[src/rtl/wb_host_driver.sv]
`default_nettype none
// ============================================================================
//  Module   : wb_host_driver
//  Purpose  : Wishbone classic single-transfer initiator. Converts a simple
//             valid/ready command into one read or write cycle and returns
//             the read data, or a timeout error when the slave never acks.
//  Options  : define WB_HOST_PROTOCOL_CHECK_EN to compile in bus-protocol
//             immediate assertions (simulation / formal only).
//  Revision : 1.0 - initial release
// ============================================================================
module wb_host_driver #(
   parameter int TIMEOUT_CYCLES = 64,
   parameter int ADR_W          = 32,
   parameter int DAT_W          = 32
) (
   input  logic               wb_clk_i,
   input  logic               wb_rst_i,
   // command side
   input  logic               cmd_valid,
   output logic               cmd_ready,
   input  logic               cmd_we,
   input  logic [ADR_W-1:0]   cmd_adr,
   input  logic [DAT_W-1:0]   cmd_dat,
   input  logic [DAT_W/8-1:0] cmd_sel,
   // response side
   output logic               rsp_valid,
   output logic [DAT_W-1:0]   rsp_dat,
   output logic               rsp_err,
   // Wishbone master port
   output logic               wbm_cyc_o,
   output logic               wbm_stb_o,
   output logic               wbm_we_o,
   output logic [DAT_W/8-1:0] wbm_sel_o,
   output logic [ADR_W-1:0]   wbm_adr_o,
   output logic [DAT_W-1:0]   wbm_dat_o,
   input  logic               wbm_ack_i,
   input  logic [DAT_W-1:0]   wbm_dat_i
);

   localparam int SEL_W = DAT_W / 8;
   localparam int CNT_W = $clog2(TIMEOUT_CYCLES + 1);
   localparam logic [CNT_W-1:0] C_CNT_LAST = CNT_W'(TIMEOUT_CYCLES - 1);
   localparam logic [CNT_W-1:0] C_CNT_MAX  = CNT_W'(TIMEOUT_CYCLES);
   localparam logic [CNT_W-1:0] C_CNT_ONE  = CNT_W'(1);

   // Reject configurations the datapath cannot represent.
   if (TIMEOUT_CYCLES < 1 || (DAT_W % 8) != 0) begin : g_param_check
      $error("wb_host_driver: TIMEOUT_CYCLES must be >= 1 and DAT_W a multiple of 8");
   end

   typedef enum logic [1:0] {
      S_IDLE = 2'd0,
      S_BUS  = 2'd1,
      S_RESP = 2'd2
   } state_t;

   state_t             state_q,     state_d;
   logic [CNT_W-1:0]   cnt_q,       cnt_d;
   logic               cmd_ready_q, cmd_ready_d;
   logic               rsp_valid_q, rsp_valid_d;
   logic [DAT_W-1:0]   rsp_dat_q,   rsp_dat_d;
   logic               rsp_err_q,   rsp_err_d;
   logic               cyc_q,       cyc_d;
   logic               we_q,        we_d;
   logic [SEL_W-1:0]   sel_q,       sel_d;
   logic [ADR_W-1:0]   adr_q,       adr_d;
   logic [DAT_W-1:0]   dat_q,       dat_d;

   // Next-state and registered-output computation.
   always_comb begin
      state_d     = state_q;
      cnt_d       = cnt_q;
      cmd_ready_d = cmd_ready_q;
      rsp_valid_d = 1'b0;
      rsp_dat_d   = '0;
      rsp_err_d   = 1'b0;
      cyc_d       = cyc_q;
      we_d        = we_q;
      sel_d       = sel_q;
      adr_d       = adr_q;
      dat_d       = dat_q;

      case (state_q)
         S_IDLE: begin
            cmd_ready_d = 1'b1;
            if (cmd_valid && cmd_ready_q) begin
               we_d        = cmd_we;
               adr_d       = cmd_adr;
               dat_d       = cmd_dat;
               sel_d       = cmd_sel;
               cyc_d       = 1'b1;
               cnt_d       = '0;
               cmd_ready_d = 1'b0;
               state_d     = S_BUS;
            end
         end
         S_BUS: begin
            cmd_ready_d = 1'b0;
            // Ack has priority over a timeout landing on the same edge.
            if (wbm_ack_i) begin
               cyc_d       = 1'b0;
               rsp_valid_d = 1'b1;
               rsp_dat_d   = we_q ? '0 : wbm_dat_i;
               state_d     = S_RESP;
            end else if (cnt_q == C_CNT_LAST) begin
               cyc_d       = 1'b0;
               rsp_valid_d = 1'b1;
               rsp_err_d   = 1'b1;
               state_d     = S_RESP;
            end else if (cnt_q != C_CNT_MAX) begin
               cnt_d = cnt_q + C_CNT_ONE;
            end
         end
         S_RESP: begin
            cmd_ready_d = 1'b1;
            state_d     = S_IDLE;
         end
         default: begin
            cyc_d       = 1'b0;
            cmd_ready_d = 1'b1;
            state_d     = S_IDLE;
         end
      endcase
   end

   // State and output registers with synchronous reset.
   always_ff @(posedge wb_clk_i) begin
      if (wb_rst_i) begin
         state_q     <= S_IDLE;
         cnt_q       <= '0;
         cmd_ready_q <= 1'b1;
         rsp_valid_q <= 1'b0;
         rsp_dat_q   <= '0;
         rsp_err_q   <= 1'b0;
         cyc_q       <= 1'b0;
         we_q        <= 1'b0;
         sel_q       <= '0;
         adr_q       <= '0;
         dat_q       <= '0;
      end else begin
         state_q     <= state_d;
         cnt_q       <= cnt_d;
         cmd_ready_q <= cmd_ready_d;
         rsp_valid_q <= rsp_valid_d;
         rsp_dat_q   <= rsp_dat_d;
         rsp_err_q   <= rsp_err_d;
         cyc_q       <= cyc_d;
         we_q        <= we_d;
         sel_q       <= sel_d;
         adr_q       <= adr_d;
         dat_q       <= dat_d;
      end
   end

   assign cmd_ready = cmd_ready_q;
   assign rsp_valid = rsp_valid_q;
   assign rsp_dat   = rsp_dat_q;
   assign rsp_err   = rsp_err_q;
   assign wbm_cyc_o = cyc_q;
   assign wbm_stb_o = cyc_q;   // classic cycles: STB always follows CYC
   assign wbm_we_o  = we_q;
   assign wbm_sel_o = sel_q;
   assign wbm_adr_o = adr_q;
   assign wbm_dat_o = dat_q;

`ifdef WB_HOST_PROTOCOL_CHECK_EN
`ifndef SYNTHESIS
   logic               chk_init_q;
   logic               chk_stb_q;
   logic               chk_rsp_q;
   logic               chk_we_q;
   logic [SEL_W-1:0]   chk_sel_q;
   logic [ADR_W-1:0]   chk_adr_q;
   logic [DAT_W-1:0]   chk_dat_q;

   // Bus-protocol checks against the previous cycle's observed outputs.
   always_ff @(posedge wb_clk_i) begin
      if (!wb_rst_i) begin
         assert (wbm_stb_o == wbm_cyc_o)
            else $error("wb_host_driver: stb differs from cyc");
         assert (!(cmd_ready && wbm_cyc_o))
            else $error("wb_host_driver: cmd_ready high during a bus cycle");
         assert (!(wbm_cyc_o && $isunknown(wbm_ack_i)))
            else $error("wb_host_driver: ack unknown during a bus cycle");
         if (chk_init_q) begin
            assert (!(chk_rsp_q && rsp_valid))
               else $error("wb_host_driver: rsp_valid high two cycles");
            if (chk_stb_q && wbm_stb_o) begin
               assert (wbm_we_o == chk_we_q && wbm_sel_o == chk_sel_q &&
                       wbm_adr_o == chk_adr_q && wbm_dat_o == chk_dat_q)
                  else $error("wb_host_driver: bus fields changed while stb high");
            end
         end
      end
      chk_init_q <= !wb_rst_i;
      chk_stb_q  <= wbm_stb_o;
      chk_rsp_q  <= rsp_valid;
      chk_we_q   <= wbm_we_o;
      chk_sel_q  <= wbm_sel_o;
      chk_adr_q  <= wbm_adr_o;
      chk_dat_q  <= wbm_dat_o;
   end
`endif
`endif

endmodule
`default_nettype wire

[config.mk]
export PLATFORM = sky130hd
export DESIGN_NAME = wb_host_driver
export DESIGN_NICKNAME = d
export VERILOG_FILES = /design/src/rtl/wb_host_driver.sv
export SDC_FILE = /design/constraint.sdc
export NUM_CORES = 1
export LEC_CHECK = 0
export BUFFER_PORTS_ARGS = -buffer_cell sky130_fd_sc_hd__buf_2
export CAP_MARGIN = 20
export CORE_UTILIZATION = 44
export CTS_CLUSTER_SIZE = 24
export DETAILED_ROUTE_END_ITERATION = 7
export GPL_ROUTABILITY_DRIVEN = 0
export PLACE_DENSITY = 0.75
export SYNTH_ARGS = -nofsm -noshare
export SYNTH_HDL_FRONTEND = slang
export SYNTH_SLANG_ARGS = --single-unit
[constraint.sdc]
create_clock -name wb_clk_i -period 2.01 [get_ports wb_clk_i]
set_input_delay 0.201 -clock wb_clk_i [delete_from_list [all_inputs] [get_ports wb_clk_i]]
set_output_delay 0.201 -clock wb_clk_i [all_outputs]
set_load 0.01 [all_outputs]
== After elaboration in Yosys (flattened, before gate mapping) ==
Cells that the tools add are included.

* Register bits: 114
* Input port bits: 105
* Output and inout bits: 106
* Logic and storage cells: 51

* Add/sub/neg operators: 1
* Eq/ne operators: 9
* Muxes and demuxes: 17
* Bitwise gates (word level): 3
* Reductions and logical operators: 10

{| class="wikitable"
|+ Operators by type and width
! operator !! count
|-
| two-way mux 7 bit || 4
|-
| one-hot mux 7 bit (2 select lines) || 1
|-
| inequality test 2 bit (second input constant) || 4
|-
| adder 7 x 1 -> 7 bit (second input constant) || 1
|-
| == test 7 x 6 -> 1 bit (second input constant) || 1
|-
| inequality test 7 bit (second input constant) || 1
|-
| two-way mux 1 bit || 6
|-
| two-way mux 2 bit || 3
|-
| AND reduction 5 bit || 1
|-
| one-hot mux 2 bit (2 select lines) || 1
|-
| AND reduction 2 bit || 2
|-
| OR reduction 4 bit || 1
|-
| inequality test 3 bit (second input constant) || 1
|-
| inverter 1 bit || 3
|-
| one-hot mux 1 bit (3 select lines) || 1
|-
| AND reduction 3 bit || 1
|-
| OR reduction 3 bit || 1
|-
| == test 2 x 1 -> 1 bit (second input constant) || 1
|-
| == test 2 bit (second input constant) || 1
|-
| logical NOT 2 bit || 1
|-
| one-hot mux 1 bit (2 select lines) || 1
|-
| nonzero test 2 bit || 1
|-
| OR reduction 2 bit || 1
|-
| logical AND 1 bit || 1
|}

== Logic depth before layout (Yosys ltp) ==
Gate-level depths: netlist of run 1.

* Word-level depth: 5
* Gate-level depth with buffers: 6

== Worst setup path after synthesis of run 1 ==
Ideal clock, no wire load.

* Path type: register to register
* From: register cnt_q[0]
* To: register cnt_q[1]
* Setup time: 0.124 ns
* Arrival: 1.385 ns
* Required time: 1.886 ns
* Path slack: 0.501 ns
* Cell stages (with the launch flop): 7
* Buffers on the path: 0
* Cell sequence: dfxtp_1 inv_1 ha_1 or4b_1 nor3b_2 nor2_1 mux2i_1

* Cells in the longest elaborated chain, start to end: 5

{| class="wikitable"
|+ RTL lines
! element !! line !! source
|-
| start: declaration || 58 || <nowiki>logic [CNT_W-1:0] cnt_q, cnt_d;</nowiki>
|-
| start signal: assignment || 142 || <nowiki>cnt_q <= cnt_d;</nowiki>
|-
| adder 7 x 1 -> 7 bit || 111 || <nowiki>cnt_d = cnt_q + C_CNT_ONE;</nowiki>
|-
| two-way mux 7 bit || 110 || <nowiki>end else if (cnt_q != C_CNT_MAX) begin</nowiki>
|-
| two-way mux 7 bit || 105 || <nowiki>end else if (cnt_q == C_CNT_LAST) begin</nowiki>
|-
| two-way mux 7 bit || 100 || <nowiki>if (wbm_ack_i) begin</nowiki>
|-
| one-hot mux 7 bit (2 select lines) || 83 || <nowiki>case (state_q)</nowiki>
|}

Parallel ways exist; a longest one is shown, timed or not. The select of a mux whose other input is x is not followed.
A chain may end at the register's enable or synchronous reset.

== Worst setup path in the final report of run 1 ==
* From: register state_q[0]
* To: register rsp_dat_q[10], in the netlist rsp_dat[10]

* Cells in the longest elaborated chain, start to end: 3

{| class="wikitable"
|+ RTL lines
! element !! line !! source
|-
| start: declaration || 57 || <nowiki>state_t state_q, state_d;</nowiki>
|-
| start signal: assignment || 141 || <nowiki>state_q <= state_d;</nowiki>
|-
| == test 2 x 1 -> 1 bit || 83 ||
|-
| inverter 1 bit (no source line) || -- ||
|-
| OR reduction 4 bit (no source line) || -- ||
|-
| end signal: assignment || 145 || <nowiki>rsp_dat_q <= rsp_dat_d;</nowiki>
|-
| end: declaration || 61 || <nowiki>logic [DAT_W-1:0] rsp_dat_q, rsp_dat_d;</nowiki>
|}

No other way between the ends.

==> flow_summary.ini, run 1 <==
[outcome]
status = complete, no violations

[finish]
utilization = 0.788
antenna_cells = 0
drive_above_1_share = 0.369
syn_to_final_growth_pct = 69.6
finalNetCount = 853

[clock_network]
cts_hold_buf = 102
cts_setup_buffers = 0
clockRootBuffer = clkbuf_8
clkSlewWorstSetupHoldPaths_ns = 0.06
cts_made_buffers = 17
htreeDepth = 4
clock_latency_ns = 0.50
cts_tree = done
clock-sinks = 114
cts_resized = 0
clockBufferDepth = 2

[pwr]
vdd_drop_max_uv = 591
cellLeakagePower_nw = 3.13
intPower_w = 0.00464
seq_power_share = 0.397
p_sw_w = 0.00151
p_per_area_mw_per_mm2 = 931
pwr-share-comb = 0.127
switching_share = 0.246
clock_power_share = 0.476

[grt]
grt_max_degree = 77
grt_pass1_wl_um = 19700
grt_pass1_vias = 4171
globalRouteTotalUtil = 0.285
overflow = 0
grt_antenna_before_repair = 0

[synth]
syn_nets = 543
synth_xor_xnor_area_share = 0
yosys.area_share.simple = 0.246
synth_async_sr_flop_share = 0
synth_cell_types = 36
synth.most_common_cell = nand2_1
yosysTopAreaCell = dfxtp_1
synth_ff_type = dfxtp_1
synth_top_family_by_area = simple AND/OR/NAND/NOR gates
synthMuxAreaShare = 0.00257
ys_warn_count = 0
yosys-top-cells-area = dfxtp_1, nand2_1, a21oi_1
syn_area_per_cell_um2 = 8.93
syn-cell-area_mm2 = 0.00389
synthAdderAreaFrac = 0.00643
synth_top_area_frac = 0.586
synth_seq_area_share = 0.586
synth_commonest_cells = nand2_1, dfxtp_1, a21oi_1
syn_inst = 436
synth-seq-cells = 114
synth_compound_area_frac = 0.121
synth_edf_count = 0

[detailed_routing]
drtIter0Drc = 202
detail-route-antenna-nets = 0
viasPerCell = 5.00
wire_per_inst_um = 15.7
dr.pass1.iters = 7
drcViolationCount = 0
num_vias = 4314
wl_um = 13500

[sta]
setup_viol = 0
period_share = 0.872
rsz0062_at_grt = false
period_needed_ns = 1.75
hold_viol = 0
finClkSkew_ns = 0.0141
drv_slew = 0
tightest_slew_ns = 0.788
fin_setup_tns_ns = 0
fin_hold_ws_ns = 0.105
relSlewSlack = 0.475
fmax_ghz = 0.571

[critical_path]
required_ns = 2.44
reg2regPathDepth = 4
cp-start-kind = flop
path_class = flop to flop
end_kind = flop
cp_max_fo = 32
cp.arrival_ns = 2.18

[run]
drv_cap = 0

[worst_hold_path]
hold_class = input pin to flop
holdPathStages = 3

[die]
coreArea_mm2 = 0.00838
rows = 33
dieWidth_um = 96.1
die-area_mm2 = 0.00923
pin_count = 211
die_y_um = 96.1
start_util = 0.465

[placement]
dpl.hpwl_um = 6980
io_buffers = 210
critical path, cell delays in order (launching register included):
cell     delay, ns
dfxtp_1       0.42
or3b_1        0.53
nor3b_4       0.22
buf_4         0.29
and2_1        0.22
area by class of cell:
cell class / instances / area, um2
Multi-Input combinational cell: 292 / 1470
Inverter: 2 / 7.51
Fill cell: 517 / 1780
Timing Repair Buffer: 319 / 2140
Sequential cell: 114 / 2280
Clock buffer: 18 / 418
Tap cell: 105 / 131
Clock inverter: 13 / 161
layout by cell type, fill, tap and decap left out, drive strengths merged, types with 4 or more instances in the layout:
cell         instances
nor2                 6
and2                32
clkbuf              18
nor3b                4
dfxtp              114
a21oi               73
dlygate4sd3        102
buf                217
clkinvlp             4
clkinv               5
nand2              143
flip-flops by register name (all words and copies together), names as in the netlist:
| register | cells |
|---|---|
| cmd_ready | 1 |
| cnt_q | 7 |
| rsp_dat | 32 |
| rsp_err | 1 |
| rsp_valid | 1 |
| state_q | 2 |
| wbm_adr_o | 32 |
| wbm_cyc_o | 1 |
| wbm_dat_o | 32 |
| wbm_sel_o | 4 |
| wbm_we_o | 1 |
power by group through the flow:
stage	logic, W	registers [W]	clock network [W]
2_1_floorplan	0.000256	0.00254	0
3_3_place_gp	0.000579	0.00248	0
3_5_place_dp	0.000589	0.00248	0
4_1_cts	0.000748	0.00244	0.00294
5_1_grt	0.000843	0.00245	0.00306
6_report	0.000779	0.00244	0.00293
per-stage QoR:
| step | area, um2 | instances | total power (W) | setup WS, ns |
|---|---|---|---|---|
| floorplan | 3890 | 436 | 0.00279 | 0.501 |
| finish | 6610 | 863 | 0.00615 | 0.258 |
| CTS | 6610 | 863 | 0.00613 | 0.337 |
| global placement | 5000 | 730 | 0.00306 | 0.425 |
| global route | 6610 | 863 | 0.00636 | 0.113 |
| detailed placement | 5000 | 730 | 0.00307 | 0.346 |
worst paths after layout:
kind / start / endpoint / slack [ns]
max: state_q[0] / rsp_dat[10] / 0.26
min: cmd_valid / cmd_ready / 0.11
max reg2reg: state_q[0] / rsp_dat[10] / 0.26
min reg2reg: wbm_dat_o[20] / wbm_dat_o[20] / 0.45
layer usage:
layer / track usage / wire, um
met2: 0.512 / 6780
met1: 0.291 / 5140
met4: 0.155 / 477
met3: 0.0932 / 1150
met5: 0 / 0
logic make-up after synthesis:
logic type                 after synthesis
buffers and inverters                   30
AOI/OAI and AO/OA                       87
adders and majority gates                2
and+or+nand+nor                        202
DFF                                    114
muxes                                    1
Note: power is estimated with default switching activity, not from simulation.
==> run 2, diff against run 1 <==
Clock period 2.01 ns to 1.8 ns, I/O delays scaled along.
==> flow_summary.ini, run 2 (synthesized netlist as in run 1, its figures left out) <==
[outcome]
status = complete, no violations

[critical_path]
crit_path_cell_trace = inv_1, ha_1, or4b_1, nor3b_2, nand3b_1, o31ai_1
crit_buf_inv = 1
crit_start = cnt_q[0]
slowest_stage = or4b_1
cpPeakStageDelay_ns = 0.45
path_depth = 6
path_class = flop to flop
reg2reg_to = cnt_q[3]
cp.arrival_ns = 2.04
reg2regPathDepth = 6
cp-endpoint = cnt_q[3]
r2r_slack_ns = 0.13
cp_max_fo = 4
end_kind = flop
reg2reg_from = cnt_q[0]
cp-start-kind = flop
path_delay_family = simple AND/OR/NAND/NOR gates
required_ns = 2.17

[detailed_routing]
wl_um = 13100
viasPerCell = 4.90
drcViolationCount = 0
num_vias = 4237
wire_per_inst_um = 15.2
dr.pass1.iters = 4
drtIter0Drc = 252
detail-route-antenna-nets = 0

[grt]
grt_max_degree = 45
grt_pass1_wl_um = 19500
grt_pass1_vias = 4108
overflow = 0
globalRouteTotalUtil = 0.282
grt_antenna_before_repair = 0

[pwr]
clock_power_share = 0.479
seq_power_share = 0.396
intPower_w = 0.00522
cellLeakagePower_nw = 3.15
p_per_area_mw_per_mm2 = 1040
pwr-share-comb = 0.125
p_sw_w = 0.00166
switching_share = 0.242
vdd_drop_max_uv = 737

[sta]
finClkSkew_ns = 0.00740
fin_setup_tns_ns = 0
drv_slew = 0
tightest_slew_ns = 0.545
relSlewSlack = 0.636
setup_ws_ns = 0.129
fmax_ghz = 0.598
hold_viol = 0
setup_viol = 0
period_needed_ns = 1.67
rsz0062_at_grt = false
period_share = 0.928

[clock_network]
cts_setup_buffers = 0
clockBufferDepth = 2
clock-sinks = 114
cts_made_buffers = 17
clockRootBuffer = clkbuf_8
cts_tree = done
clkSlewWorstSetupHoldPaths_ns = 0.05
clock_latency_ns = 0.50
htreeDepth = 4

[finish]
drive_above_1_share = 0.373
finalNetCount = 854
fillerInstances = 527
antenna_cells = 0
final_cell_mix = buf_2, nand2_1, dfxtp_1
syn_to_final_growth_pct = 70.1
final_common_cell = buf_2

[die]
start_util = 0.465
die-area_mm2 = 0.00923
dieWidth_um = 96.1
pin_count = 211
die_y_um = 96.1
coreArea_mm2 = 0.00838
rows = 33

[worst_hold_path]
hold_class = input pin to flop

[run]
drv_cap = 0

[placement]
dpl.hpwl_um = 7090
dp_slack_ns = 0.104
io_buffers = 210
run 2: cell count changes in the layout (fill, tap and decap cells not counted):
cell | previous run | this run
inv_6 | 1 | 2
clkbuf_1 | 1 | 0
buf_4 | 6 | 7
clkbuf_8 | 1 | 2
clkinv_4 | 2 | 1
clkinvlp_4 | 4 | 3
o21ai_1 | 1 | 0
o21ai_2 | 0 | 1
clkinv_2 | 3 | 4
run 2: power groups by stage:
stage,sequential (W),combinational (W),clock (W)
2_1_floorplan,0.00283,0.000286,0
3_3_place_gp,0.00276,0.000646,0
3_5_place_dp,0.00277,0.000658,0
4_1_cts,0.00272,0.000835,0.00333
5_1_grt,0.00274,0.000936,0.00346
6_report,0.00272,0.000862,0.00330
run 2: tightest hold or removal path: stages:
cell and delay [ns]:
buf_2 0.12, a21oi_1 0.13, or3_1 0.11
run 2: worst min path at each step:
stage                        startpoint           to  depth (start not counted)  slack (ns)
final                         cmd_valid    cmd_ready                          3        0.08
after global routing          cmd_valid    cmd_ready                          3        0.09
after CTS                     cmd_valid    cmd_ready                          3        0.06
after detailed placement  wbm_dat_i[30]  rsp_dat[30]                          2        0.38
after global placement    wbm_dat_i[10]  rsp_dat[10]                          2        0.38
after floorplan               wbm_ack_i      rsp_err                          1        0.26
run 2: repair_timing:
action | in CTS | in global routing
hold buffers | 102 | 0
endpoints found under the setup margin | 0 | 5
resized for setup | 0 | 1
endpoints found under the hold margin | 102 | 0
run 2: final cells by class:
type,count,area [um2],area share
sequential,114,2280,0.345
timing repair buffer,320,2140,0.324
multi-input combinational,292,1470,0.222
clock buffer,18,428,0.0646
clock inverter,13,159,0.0240
tap,105,131,0.0198
inverter,2,7.51,0.00113
run 2: per-layer routing:
layer / wire (um) / vias up / track usage / part of all wire
met4: 380 / 0 / 0.149 / 0.029
met1: 5080 / 1934 / 0.296 / 0.39
met5: 0 / - / 0 / 0
met3: 1120 / 36 / 0.0956 / 0.085
li1: - / 2043 / - / -
met2: 6560 / 224 / 0.495 / 0.50
run 2: stage by stage:
stage | instances | utilization | power (W) | cell area, um2 | hold WS, ns
6_report | 864 | 0.790 | 0.00688 | 6620 | 0.0756
5_1_grt | 864 | 0.790 | 0.00714 | 6620 | 0.0943
4_1_cts | 864 | 0.790 | 0.00689 | 6620 | 0.0585
3_5_place_dp | 731 | 0.598 | 0.00343 | 5010 | 0.382
3_3_place_gp | 731 | 0.598 | 0.00341 | 5010 | 0.383
2_1_floorplan | 436 | - | 0.00312 | 3890 | 0.257
